## src/rtl/tick_event_gen.sv

```systemverilog
// tick_event_gen: divides upstream ticks into sequenced valid/ready events,
// counts events dropped by a busy consumer and flags a sticky tick-gap stall.
module tick_event_gen #(
   parameter int DIV     = 4,
   parameter int DBITS   = 3,
   parameter int TIMEOUT = 20000,
   parameter int TBITS   = 15,
   parameter int OBITS   = 8
) (
   input  logic             clk,
   input  logic             rst,
   input  logic             tick,
   input  logic             en,
   input  logic             evt_ready,
   output logic             evt_valid,
   output logic [7:0]       evt_seq,
   output logic [OBITS-1:0] ovr_cnt,
   output logic             stall,
   output logic             busy
);
   typedef enum logic [1:0] {IDLE, RUN, PEND} state_t;
   state_t state, state_nx;
   logic [DBITS-1:0] div;
   logic [TBITS-1:0] gap;
   logic [7:0] seq_next;
   logic due, load, drop;
   assign due  = en && tick && (div == DBITS'(DIV - 1));
   // a due lands in the output slot unless an unaccepted event still occupies it
   assign load = due && (state != PEND || evt_ready);
   assign drop = due && state == PEND && !evt_ready;
   assign evt_valid = state == PEND;
   assign busy      = state != IDLE;
   always_ff @(posedge clk)
      state <= rst ? IDLE : state_nx;
   always_comb begin
      state_nx = load ? PEND : (state == PEND && !evt_ready) ? PEND : en ? RUN : IDLE;
   end
   always_ff @(posedge clk) begin
      if (rst) begin
         div      <= '0;
         gap      <= '0;
         seq_next <= '0;
         evt_seq  <= '0;
         ovr_cnt  <= '0;
         stall    <= 1'b0;
      end else begin
         div      <= !en ? '0 : !tick ? div : due ? '0 : div + 1'b1;
         gap      <= (!en || tick) ? '0 : (gap == '1) ? gap : gap + 1'b1;
         seq_next <= seq_next + 8'(due);
         evt_seq  <= load ? seq_next : evt_seq;
         ovr_cnt  <= (drop && ovr_cnt != '1) ? ovr_cnt + 1'b1 : ovr_cnt;
         stall    <= stall || gap >= TBITS'(TIMEOUT);
      end
   end
endmodule

```

## config.mk

```make
export PLATFORM = sky130hd
export DESIGN_NAME = tick_event_gen
export DESIGN_NICKNAME = d
export VERILOG_FILES = /design/src/rtl/tick_event_gen.sv
export SDC_FILE = /design/constraint.sdc
export NUM_CORES = 1
export LEC_CHECK = 0
export ABC_AREA = 1
export BUFFER_PORTS_ARGS = -buffer_cell sky130_fd_sc_hd__buf_2
export CELL_PAD_IN_SITES_DETAIL_PLACEMENT = 0
export CELL_PAD_IN_SITES_GLOBAL_PLACEMENT = 2
export CORE_MARGIN = 5
export CORE_UTILIZATION = 35
export CTS_CLUSTER_DIAMETER = 100
export CTS_CLUSTER_SIZE = 20
export DETAILED_ROUTE_END_ITERATION = 16
export PLACE_DENSITY_LB_ADDON = 0.08
export SYNTH_ARGS = -nofsm -noshare
export SYNTH_HDL_FRONTEND = slang
export SYNTH_SLANG_ARGS = --single-unit
```

## constraint.sdc

```tcl
create_clock -name clk -period 2.4 [get_ports clk]
set_input_delay 0.24 -clock clk [delete_from_list [all_inputs] [get_ports clk]]
set_output_delay 0.24 -clock clk [all_outputs]
set_load 0.01 [all_outputs]
```

==> results of run 1 <==
-- cells in the final DEF, fill, tap and decap left out --
cell | netlist | routed
nor3_1 | 6 | 6
nand4_1 | 7 | 7
xnor2_1 | 2 | 2
nor2_4 | 5 | 5
ha_1 | 5 | 5
nand4_4 | 1 | 1
nand2_1 | 78 | 78
nor2_1 | 48 | 48
o21ai_0 | 17 | 17
buf_4 | 1 | 1
a211oi_1 | 2 | 2
nand3_1 | 23 | 23
or2_2 | 2 | 2
clkinvlp_4 | 0 | 1
xor2_1 | 2 | 2
nand2_2 | 2 | 2
a21oi_1 | 20 | 20
nand3b_1 | 3 | 3
dfxtp_1 | 45 | 45
a31oi_1 | 4 | 4
clkbuf_8 | 0 | 5
inv_2 | 1 | 1
clkinv_4 | 0 | 1
inv_1 | 41 | 41
buf_2 | 1 | 23
-- metal layers --
metal / global-route usage (%) / up-vias / share of wire, %
li1: - / 1068 / -
met1: 18.8 / 838 / 52
met2: 20.6 / 20 / 44
met3: 3.04 / 8 / 2.6
met4: 4.87 / 0 / 1.4
met5: 0 / - / 0
-- through the flow --
stage | total power, mW | worst slack (ps)
2_1_floorplan | 0.788 | 845
3_3_place_gp | 0.802 | 681
3_5_place_dp | 0.802 | 676
4_1_cts | 1.27 | 648
5_1_grt | 1.31 | 404
6_report | 1.25 | 657
-- flip-flops by register name, summed over array words and instances, names as in the netlist --
| signal | flops |
|---|---|
| seq_next | 8 |
| gap | 15 |
| state | 2 |
| div | 3 |
| ovr_cnt | 8 |
| evt_seq | 8 |
| stall | 1 |
-- cell families after synthesis --
family / Yosys count / share of synthesized area, %
simple gates: 175 / 35.8
buf+inv: 47 / 8.59
fa+ha+maj: 5 / 2.84
flops: 45 / 41.0
compound gates: 43 / 10.2
xor+xnor: 4 / 1.59
-- layout make-up --
cell class / instances / area (µm²)
well taps: 75 / 93.8
repair buffers: 24 / 123
multi-input cells: 227 / 1110
fillers: 665 / 3560
clock inverters: 2 / 16.3
clock buffers: 5 / 68.8
flip-flops and latches: 45 / 901
inverters: 42 / 158
-- worst paths after layout --
check         start          end  slack (ps)  cells after the start
max          div[0]  seq_next[6]         660                     10
min            tick       div[0]         250                      2
max reg2reg  div[0]  seq_next[6]         660                     10
min reg2reg   stall        stall         450                      2
-- cell usage after synthesis --
library cell and count:
a211oi_1 2, a21oi_1 20, a31oi_1 4, buf_2 1, buf_4 1, buf_6 1
clkbuf_1 2, dfxtp_1 45, ha_1 5, inv_1 41, inv_2 1, nand2_1 78
nand2_2 2, nand3_1 23, nand3b_1 3, nand4_1 7, nand4_4 1, nor2_1 48
nor2_4 5, nor3_1 6, o21ai_0 17, or2_2 2, xnor2_1 2, xor2_1 2
-- critical path, stage by stage (launching register included) --
cell     delay [ps]
dfxtp_1         360
ha_1            250
nand4_4         190
nor2_4          190
ha_1            190
nand2_1          60
inv_1            70
nand2_1          90
nor2_1          100
a21oi_1          60
nor3_1          120
-- power breakdown --
part	total (mW)	switching [mW]	internal [mW]	leakage, nW
sequential	0.751	0.00234	0.749	0.363
clock	0.466	0.265	0.201	0.0402
combinational	0.0328	0.0228	0.0100	0.590
total	1.25	0.290	0.960	0.993
==> impl_results.md, run 1 <==
* Cts bufs inserted at 5
* Hpwl dp at around 3600 µm
* Core Util, Final at between 40% and 50%
* Antenna violations before repair at 0
* Core ar. at 6030 µm²
* Total wire length at between 4000 and 5000 µm
* Placed inst area at about 2400 µm²
* Worst Setup Path Type: flop to flop
* Drt wl/cell at 11.5 µm
* Design Area, Final at between 2000 and 2500 µm²
* CP Max Fanout at 6
* Post-CTS setup buffers at 0
* Buffers on Ports at 23
* Hold Worst Slack at between 200 and 250 ps
* Num ports at 24
* Area of the die at around 8000 µm²
* Area delta synth->final at 12.3%
* Vias at 1934
* Initial Utilization at 36.5%
* Root Driver: clkbuf_8
* Cells after Synth at approximately 320
* Total GRT Usage at between 10% and 20%
* Syn Area/Cell at about 6.9 µm²
* Post-cts hold buffer count at 0
* Die height at 89.3 µm
* Clock slew at reported path FFs at around 90 ps
* Minimum clock period after layout at 1740 ps
* Share of the synthesized area in the top cell type at between 40 and 50%
* Worst Hold Class: input pin to flop
* Data required, critical path at 2630 ps
* RePlAce Congestion at roughly 0.77
* Iteration count of the initial detailed-routing pass at 4
* Vias in the first global route at ~1800
* Largest net degree at the start of global routing at 16
* Final Cycle Share at around 73%
* Final Hold Fails at 0
* Startpoint Class: flop
* Seq cells post-synth at between 40 and 50
* Yosys cell types at 24
* Sum Neg Setup Slack at 0 ps
* VDD IR max at approximately 280 µV
* Ys Warns at 0
* RSZ-0062 raised after global routing: no
* P per Cell Area at slightly above 500 nW/µm²
* TritonCTS clock tree: yes
* CP Capture Type: flop
* ANT cells at 0
* Seq/Total Area, Yosys at roughly two fifths
* Final Max Slew Viols at 0
* Worst-Skew Late Latency at approximately 300 ps
* Post-Syn Nets at roughly 330
* Antenna-violating nets left at 0
* Clock Skew at around 8.7 ps
* Placed insts at a little over 400
* Rel. slew slack at 72.8%
* Htree depth at 2
* GRT overflow at 0
* Post-synth top area cell: dfxtp_1
* Share of cells above drive strength 1 at between 10% and 20%
* Clock tree sinks at 45
* Max-cap violations at 0
* Site Rows at 28
* Outcome: finished, final reports clean
* Fin cells at 420
* Cell Area, Synth at around 2200 µm²
* Global-route wire length before repair at about 8400 µm
* Worst-Margin Slew at 405 ps
* Initial DRC count at 65
* Clock tree buffer depth at 2
* Post-CTS sizing at 0
* Via density at about 4.6
* DRC Markers at 0
* Final-report setup violation count at 0
* Pleak at slightly below 1 nW
* NumNets Final at 355
* Die width at ~89 µm
* Critical path arrival at ~2000 ps
* Highest clock rate at around 0.57 GHz
* Largest cells by area after synthesis: dfxtp_1 (41%), nand2_1 (13%), nor2_1 (8.2%), inv_1 (7.0%), nand3_1 (5.2%)
(Power assumes the default switching activity.)
==> run 2, diff against run 1 <==
--- a/config.mk
+++ b/config.mk
@@ -10,7 +10,7 @@
 export CELL_PAD_IN_SITES_DETAIL_PLACEMENT = 0
 export CELL_PAD_IN_SITES_GLOBAL_PLACEMENT = 2
 export CORE_MARGIN = 5
-export CORE_UTILIZATION = 35
+export CORE_UTILIZATION = 29
 export CTS_CLUSTER_DIAMETER = 100
 export CTS_CLUSTER_SIZE = 20
 export DETAILED_ROUTE_END_ITERATION = 16
==> constraint.sdc (replaced) <==
create_clock -name clk -period 1.6 [get_ports clk]
set_input_delay 0.16 -clock clk [delete_from_list [all_inputs] [get_ports clk]]
set_output_delay 0.16 -clock clk [all_outputs]
set_load 0.01 [all_outputs]
==> impl_results.md, run 2 (synthesis gave the netlist of run 1 again) <==
* Design Area, Final at 2730 µm²
* Sw Ratio at between 20% and 30%
* Antenna violations before repair at 0
* Sum Neg Setup Slack at 0 ps
* Placed insts at between 400 and 500
* ANT cells at 0
* Largest net degree at the start of global routing at 15
* GRT overflow at 0
* P_sw at about 0.45 mW
* Reg2reg setup slack at about 99 ps
* Overall Power at 1.90 mW
* Via density at about 4.4
* Root Driver: clkbuf_8
* Num ports at 24
* Worst Hold Class: input pin to flop
* RSZ-0062 raised after global routing: yes
* Area of the die at 9430 µm²
* Final Max Slew Viols at 0
* Global-route wire length before repair at a little over 9000 µm
* Vias at approximately 2100
* Vias in the first global route at approximately 1900
* Hpwl dp at approximately 4100 µm
* Worst R2R Start: div[0]
* Worst path max stage delay at approximately 360 ps
* Slowest CP cell: dfxtp_2
* Commonest non-fill, non-tap cell in the layout: nand2_1
* Buffers on Ports at 23
* CP Max Fanout at 4
* Total wire length at ~5400 µm
* Clock tree sinks at between 40 and 50
* Die width at about 100 µm
* P per Cell Area at about 700 nW/µm²
* Htree depth at 2
* Most frequent cells in the layout: nand2_1 (76), nor2_1 (48), dfxtp_1 (43), inv_1 (40), buf_4 (26)
* Minimum clock period after layout at 1500 ps
* Final Hold Fails at 0
* Hold Worst Slack at around 170 ps
* Total GRT Usage at about an eighth
* Antenna-violating nets left at 0
* Largest register FFs at 15
* Hold Path Depth at 2
* Placed inst area at about 2600 µm²
* R2r endpoint: seq_next[6]
* Combinational power share at just over 3%
* Fin cells at 470
* Die height at approximately 97 µm
* Fillers at 816
* R2R cell count at 10
* Core ar. at approximately 7300 µm²
* Area delta synth->final at 24.0%
* Metal-1 WL at about 2900 µm
* Worst-Skew Late Latency at 300 ps
* Drt wl/cell at 11.4 µm
* Rel. slew slack at between 70% and 80%
* Worst min-delay path startpoint: tick
* Setup ws final at about 99 ps
* Top reg by flops: gap
* Startpoint Class: flop
* DRC Markers at 0
* Data required, critical path at approximately 1800 ps
* Site Rows at 31
* Clock Skew at between 7 and 8 ps
* Clock Power Share at 37.7%
* Cell Int Power at between 1 and 1.5 mW
* NumNets Final at 380
* Max-cap violations at 0
* Outcome: finished, final reports clean
* Worst Setup Path Type: flop to flop
* Delay-heaviest family, CP: simple AND/OR/NAND/NOR gates
* Iteration count of the initial detailed-routing pass at 4
* Final-report setup violation count at 0
* Routed wl met2 at ~2200 µm
* Cts bufs inserted at 5
* Top cell by count, worst path: ha_4
* RePlAce Congestion at 0.744
* Final Cycle Share at 93.8%
* Highest clock rate at about 0.67 GHz
* Pleak at 1.11 nW
* Dpl ws at between 30 and 40 ps
* Met3 wire len at approximately 220 µm
* Worst-Margin Slew at 430 ps
* CP Buf/Inv Count at 1
* TritonCTS clock tree: yes
* Clock tree buffer depth at 2
* CP Capture Type: flop
* Sequential share of power at ~59%
* Clock slew at reported path FFs at around 90 ps
* VDD IR max at ~380 µV
* Share of cells above drive strength 1 at approximately a fifth
* Initial Utilization at 30.0%
* Core Util, Final at 37.2%
* Initial DRC count at 75
* CP Cell Sequence: ha_4 > nand4_4 > nor2_4 > ha_4 > nand2_1 > inv_2 > nand2_2 > nor2_1 > a21oi_1 > nor3_1
* Critical path arrival at ~1700 ps
* Hold Path End: div[0]
* Top Layer Used: met4
-- run 2: power by group through the flow --
stage	clock [mW]	combinational, mW	sequential [mW]
floorplan	0	0.0294	1.15
global placement	0	0.0601	1.15
detailed placement	0	0.0595	1.15
CTS	0.756	0.0596	1.13
global route	0.786	0.0676	1.13
finish	0.717	0.0592	1.13
-- run 2: how the worst max path moves through the flow --
stage	start	endpoint	cells after the start
6_report	div[0]	seq_next[6]	10
5_1_grt	div[0]	seq_next[6]	10
4_1_cts	div[0]	seq_next[6]	10
3_5_place_dp	div[0]	seq_next[6]	10
3_3_place_gp	div[0]	seq_next[6]	10
2_1_floorplan	div[0]	seq_next[6]	10
-- run 2: worst register-to-register path: stages, from the launching register on --
cell     delay, ps
dfxtp_2        360
ha_4           160
nand4_4        120
nor2_4         150
ha_4           140
nand2_1         60
inv_2           70
nand2_2         60
nor2_1          90
a21oi_1         70
nor3_1         170
-- run 2: area by class of cell --
type | instances | area (µm²) | share of cell area (%)
clock buffers | 6 | 72.6 | 2.66
clock inverters | 2 | 15.0 | 0.550
inverters | 42 | 158 | 5.78
multi-input cells | 227 | 1140 | 42.0
flip-flops and latches | 45 | 903 | 33.1
well taps | 99 | 124 | 4.54
repair buffers | 49 | 310 | 11.4
-- run 2: what timing repair did --
item / CTS / global route
hold buffers: 0 / 0
endpoints found under the setup margin: 0 / 5
buffers inserted: 0 / 1
gates resized for setup: 0 / 10
-- run 2: routing by layer --
layer / GRT usage [%] / up-vias
met3: 2.94 / 6
li1: - / 1115
met4: 3.24 / 0
met1: 17.2 / 935
met2: 17.0 / 33
met5: 0 / -
